--- config.mk ---
export PLATFORM = sky130hd
export DESIGN_NAME = cla_serial_add_ctrl
export DESIGN_NICKNAME = d
export VERILOG_FILES = /design/src/rtl/cla_serial_add_ctrl.sv
export SDC_FILE = /design/constraint.sdc
export NUM_CORES = 1
export LEC_CHECK = 0
export BUFFER_PORTS_ARGS = -buffer_cell sky130_fd_sc_hd__buf_4
export CAP_MARGIN = 20
export CORE_ASPECT_RATIO = 1.4
export CORE_UTILIZATION = 36
export CTS_CLUSTER_DIAMETER = 100
export DETAILED_ROUTE_END_ITERATION = 8
export MAX_ROUTING_LAYER = met4
export PLACE_DENSITY_LB_ADDON = 0.05
export SYNTH_ARGS = -nofsm -noshare
export SYNTH_HDL_FRONTEND = slang
export SYNTH_SLANG_ARGS = --single-unit
--- constraint.sdc ---
create_clock -name clk -period 3.2 [get_ports clk]
set_input_delay 0.32 -clock clk [delete_from_list [all_inputs] [get_ports clk]]
set_output_delay 0.32 -clock clk [all_outputs]
set_load 0.02 [all_outputs]
--- src/rtl/cla_serial_add_ctrl.sv ---
// cla_serial_add_ctrl
//   Adds two WIDTH-bit operands one nibble per clock through a single 4-bit
//   carry-look-ahead adder. The carry between nibbles is kept in a register,
//   and the sum is assembled in place. Inputs and outputs use valid/ready
//   handshakes. A new operation is accepted only after the previous result
//   has been taken.
//
//   Optional feature: define CLA_SERIAL_OVF_EN to add the 'ovf' output. It
//   flags two's-complement signed overflow of the final sum.
//
// Ports
//   clk        rising-edge clock
//   rst_n      asynchronous, active-low reset
//   in_valid   a, b and cin are valid
//   in_ready   block can accept a new operation (registered)
//   a, b       WIDTH-bit operands
//   cin        carry-in
//   out_valid  sum and cout are valid
//   out_ready  consumer accepts the result
//   sum        a + b + cin modulo 2^WIDTH
//   cout       carry out of bit WIDTH-1
//   busy       operation in flight (RUN or DONE)
//   ovf        signed overflow (only with CLA_SERIAL_OVF_EN)

module carry_look_ahead_adder_behavioral (
    input  logic [3:0] A,
    input  logic [3:0] B,
    input  logic       Cin,
    output logic [3:0] S,
    output logic       Cout
);
    logic [3:0] g, p;
    logic [4:0] c;

    assign g = A & B;
    assign p = A ^ B;

    always_comb begin
        c    = '0;
        c[0] = Cin;
        for (int i = 0; i < 4; i++)
            c[i+1] = g[i] | (p[i] & c[i]);
    end

    assign S    = p ^ c[3:0];
    assign Cout = c[4];
endmodule

module cla_serial_add_ctrl #(
    parameter int WIDTH = 16
) (
    input  logic             clk,
    input  logic             rst_n,
    input  logic             in_valid,
    output logic             in_ready,
    input  logic [WIDTH-1:0] a,
    input  logic [WIDTH-1:0] b,
    input  logic             cin,
    output logic             out_valid,
    input  logic             out_ready,
    output logic [WIDTH-1:0] sum,
    output logic             cout,
    output logic             busy
`ifdef CLA_SERIAL_OVF_EN
    ,
    output logic             ovf
`endif
);
    localparam int NIBBLES = WIDTH / 4;
    localparam int IDXW    = (NIBBLES > 1) ? $clog2(NIBBLES) : 1;
    localparam logic [IDXW-1:0] LAST = IDXW'(NIBBLES - 1);

    generate
        if ((WIDTH % 4) != 0 || WIDTH < 4) begin : g_bad_width
            $error("cla_serial_add_ctrl: WIDTH must be a multiple of 4 and >= 4");
        end
    endgenerate

    typedef enum logic [1:0] {IDLE, RUN, DONE} state_t;

    state_t            state;
    logic [WIDTH-1:0]  a_reg, b_reg;
    logic              carry;
    logic [IDXW-1:0]   idx;

    logic [3:0] cla_a, cla_b, cla_s;
    logic       cla_co;

    // The adder always sees the nibble selected by idx. Its output is only
    // stored while in RUN.
    assign cla_a = a_reg[4*idx +: 4];
    assign cla_b = b_reg[4*idx +: 4];

    carry_look_ahead_adder_behavioral u_cla (
        .A    (cla_a),
        .B    (cla_b),
        .Cin  (carry),
        .S    (cla_s),
        .Cout (cla_co)
    );

    assign busy = (state != IDLE);

    always_ff @(posedge clk or negedge rst_n) begin
        if (!rst_n) begin
            state     <= IDLE;
            in_ready  <= 1'b0;
            out_valid <= 1'b0;
            sum       <= '0;
            cout      <= 1'b0;
            idx       <= '0;
            carry     <= 1'b0;
            a_reg     <= '0;
            b_reg     <= '0;
`ifdef CLA_SERIAL_OVF_EN
            ovf       <= 1'b0;
`endif
        end else begin
            case (state)
                IDLE: begin
                    // in_ready comes up one edge after reset or after a result
                    // handshake. Acceptance uses the registered value.
                    in_ready <= 1'b1;
                    if (in_valid && in_ready) begin
                        a_reg    <= a;
                        b_reg    <= b;
                        carry    <= cin;
                        idx      <= '0;
                        in_ready <= 1'b0;
                        state    <= RUN;
                    end
                end
                RUN: begin
                    sum[4*idx +: 4] <= cla_s;
                    carry           <= cla_co;
                    idx             <= idx + IDXW'(1);
                    if (idx == LAST) begin
                        idx       <= '0;
                        cout      <= cla_co;
                        out_valid <= 1'b1;
                        state     <= DONE;
`ifdef CLA_SERIAL_OVF_EN
                        // cla_s[3] is the final sum MSB being written on this edge.
                        ovf <= (a_reg[WIDTH-1] == b_reg[WIDTH-1]) &&
                               (cla_s[3] != a_reg[WIDTH-1]);
`endif
                    end
                end
                DONE: begin
                    if (out_valid && out_ready) begin
                        out_valid <= 1'b0;
                        in_ready  <= 1'b1;
                        state     <= IDLE;
                    end
                end
                default: state <= IDLE;
            endcase
        end
    end
endmodule

==> Word-level counts from Yosys, hierarchy flattened <==
Index checks and enable logic that the tools add are counted.
W data, S select, Z words.
{ "op_classes": {"n_lt_le_gt_ge": 0, "shifts": 4, "addsub": 2, "div": 0, "bitwise": 11, "mul": 0, "eq_ne": 6, "n_reduce_logical": 13, "mux": 16} }
{ "ops": {"columns": ["cell", "count"], "rows": [
  ["$neg A4 Y34", 1],
  ["$shift A4 B34 Y16 const A", 1],
  ["$shiftx A4 B34 Y16", 1],
  ["$shiftx A16 B5 Y4", 2],
  ["$bwmux W16", 1],
  ["$mux W2", 5],
  ["$reduce_and A2 Y1", 4],
  ["$reduce_bool A2 Y1", 4],
  ["$xor A4 B4 Y4", 2],
  ["$ne A2 B2 Y1 const B", 3],
  ["$pmux W1 S2", 3],
  ["$pmux W2 S3", 1],
  ["$reduce_and A3 Y1", 2],
  ["$mux W1", 5],
  ["$and A1 B1 Y1", 4],
  ["$and A4 B4 Y4", 1],
  ["$eq A2 B2 Y1 const B", 2],
  ["$or A1 B1 Y1", 4],
  ["$pmux W2 S2", 1],
  ["$add A2 B1 Y2 const B", 1],
  ["$eq A2 B1 Y1 const B", 1],
  ["$logic_and A1 B1 Y1", 2],
  ["$logic_not A2 Y1", 1]
]} }
{ "word_totals": {"reg_bits": 56, "mem_bits_rw": 0, "romBits": 0, "mem_count": 0, "latch_bits": 0, "input_bits": 37} }

==> Logic depth before layout (Yosys ltp) <==
Gate-level depths: netlist of the first run.
{ "depth": {"word_depth": 11, "depth_mapped": 9, "mapped_depth_nobuf": 8} }

==> By module <==
Synthesis of the first run repeated with hierarchy kept, for this count alone.
{ "unflattened": {"hier_cells": 192, "hier_area_um2": 2638.8} }
{ "modules_own_cells": {"columns": ["mod", "area_per_inst_um2", "seq_area_each_um2", "cells_per_inst", "instances"], "rows": [
  ["cla_serial_add_ctrl", 2521.2, 1401.3, 178, 1],
  ["carry_look_ahead_adder_behavioral", 117.6, 0.0, 14, 1]
]} }

==> Least setup slack after synthesis of the first run <==
OpenSTA, ideal clock, no wires.
{ "synth_path": {"path_type": "flip-flop to flip-flop", "startpoint": "register idx[0]", "endpoint": "register sum[11]", "t_arrival_ns": 2.766, "path_stages_with_launch": 10, "slack_ns": 0.313, "synth_period_minus_slack_ns": 2.887, "n_path_buf": 1, "required_ns": 3.079, "cell_sequence": "dfrtp_1 > buf_2 > mux4_2 > fa_1 > inv_1 > fa_1 > fa_1 > inv_1 > fa_1 > a22o_1"} }
{ "synth_between": {"elab_chain_cells": 11} }
{ "synth_rtl": {"columns": ["item", "line", "source"], "rows": [
  ["start, declared", "84", "logic [IDXW-1:0] idx;"],
  ["start signal, assigned", "136", "idx <= idx + IDXW'(1);"],
  ["$shiftx A16 B5 Y4 (on tied branches)", "91, 92", null],
  ["$xor A4 B4 Y4", "36", "assign p = A ^ B;"],
  ["$and A1 B1 Y1", "42", "c[i+1] = g[i] | (p[i] & c[i]);"],
  ["$or A1 B1 Y1", "42", null],
  ["$and A1 B1 Y1", "42", null],
  ["$or A1 B1 Y1", "42", null],
  ["$and A1 B1 Y1", "42", null],
  ["$or A1 B1 Y1", "42", null],
  ["$xor A4 B4 Y4", "45", "assign S = p ^ c[3:0];"],
  ["$shiftx A4 B34 Y16", "134", "sum[4*idx +: 4] <= cla_s;"],
  ["$bwmux W16 *", "134", null],
  ["end signal, assigned by index", "134", null],
  ["end, declared", "61", "output logic [WIDTH-1:0] sum,"]
]} }
Every way passes the cells marked *; elsewhere a longest branch is shown, timed or not.
A chain may end at the register's enable or synchronous reset.

==> Worst setup path after layout of the first run <==
{ "layout_path": {"startpoint": "register idx[0]", "endpoint": "register sum[7]"} }
The elaborated chain is that of the path after synthesis.

==> load_flow_metrics.sql, run 1 <==
INSERT INTO impl_metrics (metric_group, metric, value, unit) VALUES
('synth', 'synth_top_cell_area_share', '53.0', '%'),
('status', 'run_status', 'finished, final reports clean', ''),
('synth', 'synth.ff_latch_count', '56', ''),
('detailed_routing', 'drt_first_iter_violations', '58', ''),
('critical_path', 'crit_slowest_cell', 'sky130_fd_sc_hd__mux4_2', ''),
('synth', 'nets_in_the_synthesized_netlist', '227', ''),
('detailed_routing', 'drc', '0', ''),
('detailed_routing', 'wire_per_inst', '16.2', 'um'),
('floorplan', 'start_util', '37.6', '%'),
('placed_design', 'hpwlAfterDp', '4100', 'um'),
('synth', 'synth_most_common_cell', 'sky130_fd_sc_hd__dfrtp_1', ''),
('synth', 'synth.yosys.warnings', '0', ''),
('sta', 'timing_worst_slew_pin_value', '888', 'ps'),
('synth', 'synth_enable_flop_cells', '0', ''),
('cts', 'h-tree-depth', '2', ''),
('global_routing', 'grt_antenna_before_repair', '0', ''),
('sta', 'min_period', '2810', 'ps'),
('synth', 'synth_sequential_area_ratio', '53.0', '%'),
('synth', 'synth_area', '2640', 'um2'),
('job', 'cap_violations', '0', ''),
('floorplan', 'core_region_area', '7030', 'um2'),
('finish', 'sequential_cell_area', '1400', 'um2'),
('global_routing', 'grt_first_pass_wirelength', '8950', 'um'),
('sta', 'hold_violations', '0', ''),
('finish', 'multiInputGateArea', '1140', 'um2'),
('critical_path', 'worst-r2r-cell-count', '8', ''),
('power_and_ir_drop', 'total_power', '3.44', 'mW'),
('sta', 'worst_slew_margin_rel', '40.8', '%'),
('power_and_ir_drop', 'irDropWorstVdd', '453', 'uV'),
('floorplan', 'rows', '36', ''),
('sta', 'rsz0062_at_grt', 'false', ''),
('detailed_routing', 'drt-pass1-iter-count', '4', ''),
('synth', 'syn_avg_cell_area', '14.7', 'um2'),
('detailed_routing', 'route.detailed.vias_per_inst', '4.91', ''),
('cts', 'cts-resized-gates', '0', ''),
('detailed_routing', 'postRouteWirelength', '5400', 'um'),
('finish', 'fillers', '673', ''),
('critical_path', 'critPathMostFrequentCell', 'sky130_fd_sc_hd__fa_1', ''),
('hold_path', 'hold_class', 'input pin to asynchronous set/reset pin', ''),
('floorplan', 'number_of_ports_placed_on_the_die_boundary', '57', ''),
('cts', 'cts_inserted_buffers', '5', ''),
('synth', 'synth_area_leaders', 'sky130_fd_sc_hd__dfrtp_1 53%, sky130_fd_sc_hd__mux2_2 14%, sky130_fd_sc_hd__mux4_2 6.8%', ''),
('sta', 'fmaxAchievable', '0.356', 'GHz'),
('sta', 'total_setup_violations_reported_at_the_end_of_the_flow', '0', ''),
('cts', 'hold_buffers', '0', ''),
('cts', 'post-cts-setup-buffer-count', '0', ''),
('sta', 'report.final.slew_viol_count', '0', ''),
('synth', 'synth_cell_types', '33', ''),
('critical_path', 'critical_r2r_capture', 'sum[7]$_DFFE_PN0P_', ''),
('critical_path', 'startpoint_type', 'flop', ''),
('synth', 'synth_top_cells_by_count', '56 x sky130_fd_sc_hd__dfrtp_1, 33 x sky130_fd_sc_hd__mux2_2, 12 x sky130_fd_sc_hd__nand2_1, 9 x sky130_fd_sc_hd__inv_1', ''),
('global_routing', 'grt.total_usage', '16.1', '%'),
('critical_path', 'critPathMaxStageDelay', '570', 'ps'),
('cts', 'tritoncts_clock_tree', 'done', ''),
('sta', 'setup_tns_final', '0', 'ps'),
('cts', 'cts-root-buf', 'sky130_fd_sc_hd__clkbuf_8', ''),
('sta', 'finClkSkew', '7.26', 'ps'),
('synth', 'synth_top_flop_cell', 'sky130_fd_sc_hd__dfrtp_1', ''),
('critical_path', 'critical_path.max_fanout', '6', ''),
('synth', 'async_flop_share', '100', '%'),
('global_routing', 'grt.overflow.total', '0', ''),
('global_routing', 'number_of_global_route_vias_before_repair', '1817', ''),
('floorplan', 'fp.dieArea', '7690', 'um2'),
('sta', 'hold_ws', '39.3', 'ps'),
('power_and_ir_drop', 'p_leak', '1.51', 'nW'),
('sta', 'worst_setup_slack_after_layout', '391', 'ps'),
('critical_path', 'cp.required', '3400', 'ps'),
('sta', 'fin_crit_sh', '87.8', '%'),
('floorplan', 'chipWidth', '74.4', 'um'),
('cts', 'clock_sinks', '56', ''),
('critical_path', 'timing_worst_setup_path_type', 'flop to flop', '');
-- worst max path at each step --
stage | from | slack, ps | endpoint | cells after the start
after floorplan | idx[0]$_DFFE_PN0P_ | 310 | sum[11]$_DFFE_PN0P_ | 9
after global placement | idx[0]$_DFFE_PN0P_ | 430 | sum[7]$_DFFE_PN0P_ | 8
after detailed placement | idx[0]$_DFFE_PN0P_ | 390 | sum[7]$_DFFE_PN0P_ | 8
after CTS | idx[0]$_DFFE_PN0P_ | 360 | sum[7]$_DFFE_PN0P_ | 8
after global routing | idx[0]$_DFFE_PN0P_ | 250 | sum[11]$_DFFE_PN0P_ | 8
final | idx[0]$_DFFE_PN0P_ | 390 | sum[7]$_DFFE_PN0P_ | 8
-- cell usage in the layout (no fill, tap or decap), drive strengths merged --
cell,instances
a21oi,2
a221o,1
a22o,8
and2b,1
and4bb,1
buf,60
clkbuf,5
clkinv,1
clkinvlp,1
dfrtp,56
fa,4
ha,6
inv,9
mux2,33
mux4,8
nand2,12
nand3b,5
nor3b,1
nor4,1
nor4b,3
o21ai,10
o21ba,1
o21bai,1
o31ai,2
or2,1
or2b,1
or3,1
or4,1
or4b,3
-- layer usage --
| metal | global-route usage, % | vias to the layer above | part of all wire, % | wire, um |
|---|---|---|---|---|
| met4 | 4.79 | 0 | 1.0 | 55 |
| met5 | - | - | 0 | 0 |
| met3 | 2.62 | 5 | 3.0 | 163 |
| li1 | - | 766 | - | - |
| met1 | 18.3 | 830 | 39 | 2110 |
| met2 | 28.7 | 40 | 57 | 3070 |
-- worst max-delay path: cells and delay by family (launching register included) --
kind / cells / cell delay (ps)
AOI/OAI and AO/OA: 1 / 230
adders and majority gates: 4 / 1240
muxes: 1 / 570
DFF: 1 / 540
buffers and inverters: 2 / 120
-- cell type report --
class,instances,share of cell area (%)
Sequential cell,56,43.4
Multi-Input combinational cell,107,35.4
Timing Repair Buffer,60,14.0
Tap cell,95,3.68
Clock buffer,5,2.13
Inverter,9,1.05
Clock inverter,2,0.388
-- stage by stage --
step	util (%)	std cells	area [um2]
after CTS	45.9	334	3230
final	45.9	334	3230
after floorplan	-	180	2640
after global routing	45.9	334	3230
after global placement	44.8	327	3150
after detailed placement	44.8	327	3150
-- logic make-up after synthesis --
| kind of cell | count (synthesis) | share of synthesized area [%] |
|---|---|---|
| buf+inv | 17 | 3.79 |
| simple gates | 31 | 9.61 |
| flops | 56 | 53.0 |
| fa+ha+maj | 10 | 5.87 |
| compound gates | 25 | 6.82 |
| mux | 41 | 20.9 |
-- where the power goes --
group | switching [mW] | total [mW] | internal (mW)
Combinational | 0.884 | 1.80 | 0.914
Sequential | 0.243 | 1.27 | 1.03
Clock | 0.221 | 0.370 | 0.149
Total | 1.35 | 3.44 | 2.09
Power figures use the tool's default switching activity.
==> run 2: changes to the inputs <==
CORE_MARGIN = 3   (was unset)
CORE_UTILIZATION = 54   (was 36)
==> run 2 against run 1 <==
  * Cell count decreased by 10%
  * Worst setup slack improved by 22 ps
  * Worst hold slack got worse by 8.4 ps
  * Fmax increased by 0.78%
  * Wire length decreased by 9.8%
  * Register-to-register slack improved by 20 ps
  * Global-route usage increased by 2.9 points
  * Combinational power decreased by 3%
==> load_flow_metrics.sql, run 2 (same netlist as run 1, synthesis figures left out) <==
INSERT INTO impl_metrics (metric_group, metric, value, unit) VALUES
('critical_path', 'critical_path.max_fanout', '13', ''),
('sta', 'fin_crit_sh', '87.1', '%'),
('finish', 'diodes', '0', ''),
('sta', 'fmaxAchievable', '0.359', 'GHz'),
('detailed_routing', 'drc', '0', ''),
('cts', 'clock_sinks', '56', ''),
('sta', 'worst_slew_margin_rel', '39.9', '%'),
('power_and_ir_drop', 'p_leak', '1.51', 'nW'),
('critical_path', 'arrival', '3000', 'ps'),
('global_routing', 'grt_start_max_net_pins', '57', ''),
('placed_design', 'preCtsSetupSlack', '413', 'ps'),
('global_routing', 'grt.total_usage', '19.0', '%'),
('critical_path', 'worst-r2r-cell-count', '8', ''),
('hold_path', 'hold_class', 'input pin to asynchronous set/reset pin', ''),
('sta', 'timing_worst_slew_pin_value', '902', 'ps'),
('global_routing', 'grt.overflow.total', '0', ''),
('critical_path', 'startpoint_type', 'flop', ''),
('finish', 'syn_to_final_growth', '21.3', '%'),
('power_and_ir_drop', 'irDropWorstVdd', '529', 'uV'),
('finish', 'layout.cells.most_common', 'sky130_fd_sc_hd__buf_4', ''),
('cts', 'cts-resized-gates', '0', ''),
('global_routing', 'grt_first_pass_wirelength', '8110', 'um'),
('placed_design', 'hpwlAfterDp', '3760', 'um'),
('critical_path', 'setup.worst_path.end_class', 'flop', ''),
('sta', 'worst_setup_slack_after_layout', '413', 'ps'),
('floorplan', 'core_region_area', '4640', 'um2'),
('critical_path', 'timing_worst_setup_path_type', 'flop to flop', ''),
('cts', 'cts_buffer_depth', '2', ''),
('sta', 'min_period', '2790', 'ps'),
('cts', 'tritoncts_clock_tree', 'done', ''),
('finish', 'postLayoutCoreUtil', '69.0', '%'),
('cts', 'cts-root-buf', 'sky130_fd_sc_hd__clkbuf_8', ''),
('floorplan', 'chipWidth', '65.1', 'um'),
('cts', 'cts_inserted_buffers', '5', ''),
('sta', 'hold_ws', '30.8', 'ps'),
('floorplan', 'number_of_ports_placed_on_the_die_boundary', '57', ''),
('detailed_routing', 'route.detailed.vias_per_inst', '5.49', ''),
('cts', 'post-cts-setup-buffer-count', '0', ''),
('job', 'cap_violations', '0', ''),
('sta', 'setup_tns_final', '0', 'ps'),
('placed_design', 'portBuffers', '56', ''),
('detailed_routing', 'wire_per_inst', '16.2', 'um'),
('cts', 'cts.reportedPaths.clkPinSlew', '100', 'ps'),
('floorplan', 'fp.dieArea', '5780', 'um2'),
('detailed_routing', 'antenna_left', '0', ''),
('floorplan', 'die_height', '88.8', 'um'),
('global_routing', 'number_of_global_route_vias_before_repair', '1731', ''),
('finish', 'layout-drive-gt1-share', '49.2', '%'),
('critical_path', 'cp.required', '3410', 'ps'),
('sta', 'total_setup_violations_reported_at_the_end_of_the_flow', '0', ''),
('detailed_routing', 'postRouteWirelength', '4870', 'um'),
('cts', 'h-tree-depth', '2', ''),
('floorplan', 'rows', '29', ''),
('global_routing', 'grt_antenna_before_repair', '0', ''),
('detailed_routing', 'drt-pass1-iter-count', '4', ''),
('finish', 'fillers', '364', ''),
('cts', 'hold_buffers', '0', ''),
('sta', 'rsz0062_at_grt', 'false', ''),
('detailed_routing', 'detailroute.via_count', '1648', ''),
('power_and_ir_drop', 'power_density', '1090', 'nW/um2'),
('sta', 'hold_violations', '0', ''),
('sta', 'finClkSkew', '11.6', 'ps'),
('sta', 'report.final.slew_viol_count', '0', ''),
('detailed_routing', 'drt_first_iter_violations', '92', ''),
('status', 'run_status', 'finished, final reports clean', ''),
('finish', 'most_used_cells_in_the_layout_excluding_fill_and_tap_cells', '58 x sky130_fd_sc_hd__buf_4, 56 x sky130_fd_sc_hd__dfrtp_1, 33 x sky130_fd_sc_hd__mux2_2, 12 x sky130_fd_sc_hd__nand2_1, 9 x sky130_fd_sc_hd__inv_1', ''),
('finish', 'fin_nets', '284', ''),
('cts', 'skew_pair_late_insertion_delay', '310', 'ps'),
('placed_design', 'finalWeightedCongestion', '0.862', ''),
('floorplan', 'start_util', '56.9', '%');
run 2: cell types whose count changed in the layout (fill, tap and decap cells not counted):
cell,delta
sky130_fd_sc_hd__buf_4,-2
sky130_fd_sc_hd__bufinv_16,+1
sky130_fd_sc_hd__clkinv_2,-1
sky130_fd_sc_hd__inv_6,+1
run 2: stage by stage:
stage               power (mW)  cell area (um2)  cells
floorplan                 2.56             2640    180
global placement          2.97             3090    292
detailed placement        3.05             3090    292
CTS                       3.52             3200    300
global route              3.74             3200    300
finish                    3.48             3200    300
run 2: path summary, 6_finish.rpt:
path,slack (ps),endpoint,start
max in group asynchronous,2710,b_reg[4]$_DFFE_PN0P_,rst_n
worst max register to register,410,sum[7]$_DFFE_PN0P_,idx[0]$_DFFE_PN0P_
min in group clk,230,b_reg[1]$_DFFE_PN0P_,b[1]
worst max-delay path,410,sum[7]$_DFFE_PN0P_,idx[0]$_DFFE_PN0P_
worst min register to register,490,sum[5]$_DFFE_PN0P_,sum[5]$_DFFE_PN0P_
worst min-delay path,30,sum[13]$_DFFE_PN0P_,rst_n
run 2: layout make-up:
type	instances	area, um2	share of cell area [%]
flip-flops and latches	56	1400	43.7
multi-input cells	107	1140	35.6
repair buffers	58	435	13.6
well taps	62	77.6	2.42
clock buffers	5	68.8	2.15
clock inverters	3	46.3	1.44
inverters	9	33.8	1.05
run 2: critical path, stage by stage, from the launching register on:
cell and delay [ps]:
sky130_fd_sc_hd__dfrtp_1 480, sky130_fd_sc_hd__buf_4 240, sky130_fd_sc_hd__mux4_2 340, sky130_fd_sc_hd__inv_1 50, sky130_fd_sc_hd__fa_1 440, sky130_fd_sc_hd__fa_1 380, sky130_fd_sc_hd__inv_1 80, sky130_fd_sc_hd__fa_1 460
sky130_fd_sc_hd__a22o_1 230
run 2: layer usage:
metal	wire [um]	global-route usage (%)	vias up
met1	1820	20.9	828
met3	191	3.81	11
met2	2730	33.8	44
met4	125	7.36	0
li1	-	-	765
met5	0	-	-
run 2: power by group:
part / total [mW] / leakage, nW / switching, mW / internal (mW)
Clock: 0.464 / 0.0548 / 0.228 / 0.236
Sequential: 1.27 / 0.691 / 0.243 / 1.03
Combinational: 1.75 / 0.765 / 0.849 / 0.897
Total: 3.48 / 1.51 / 1.32 / 2.16
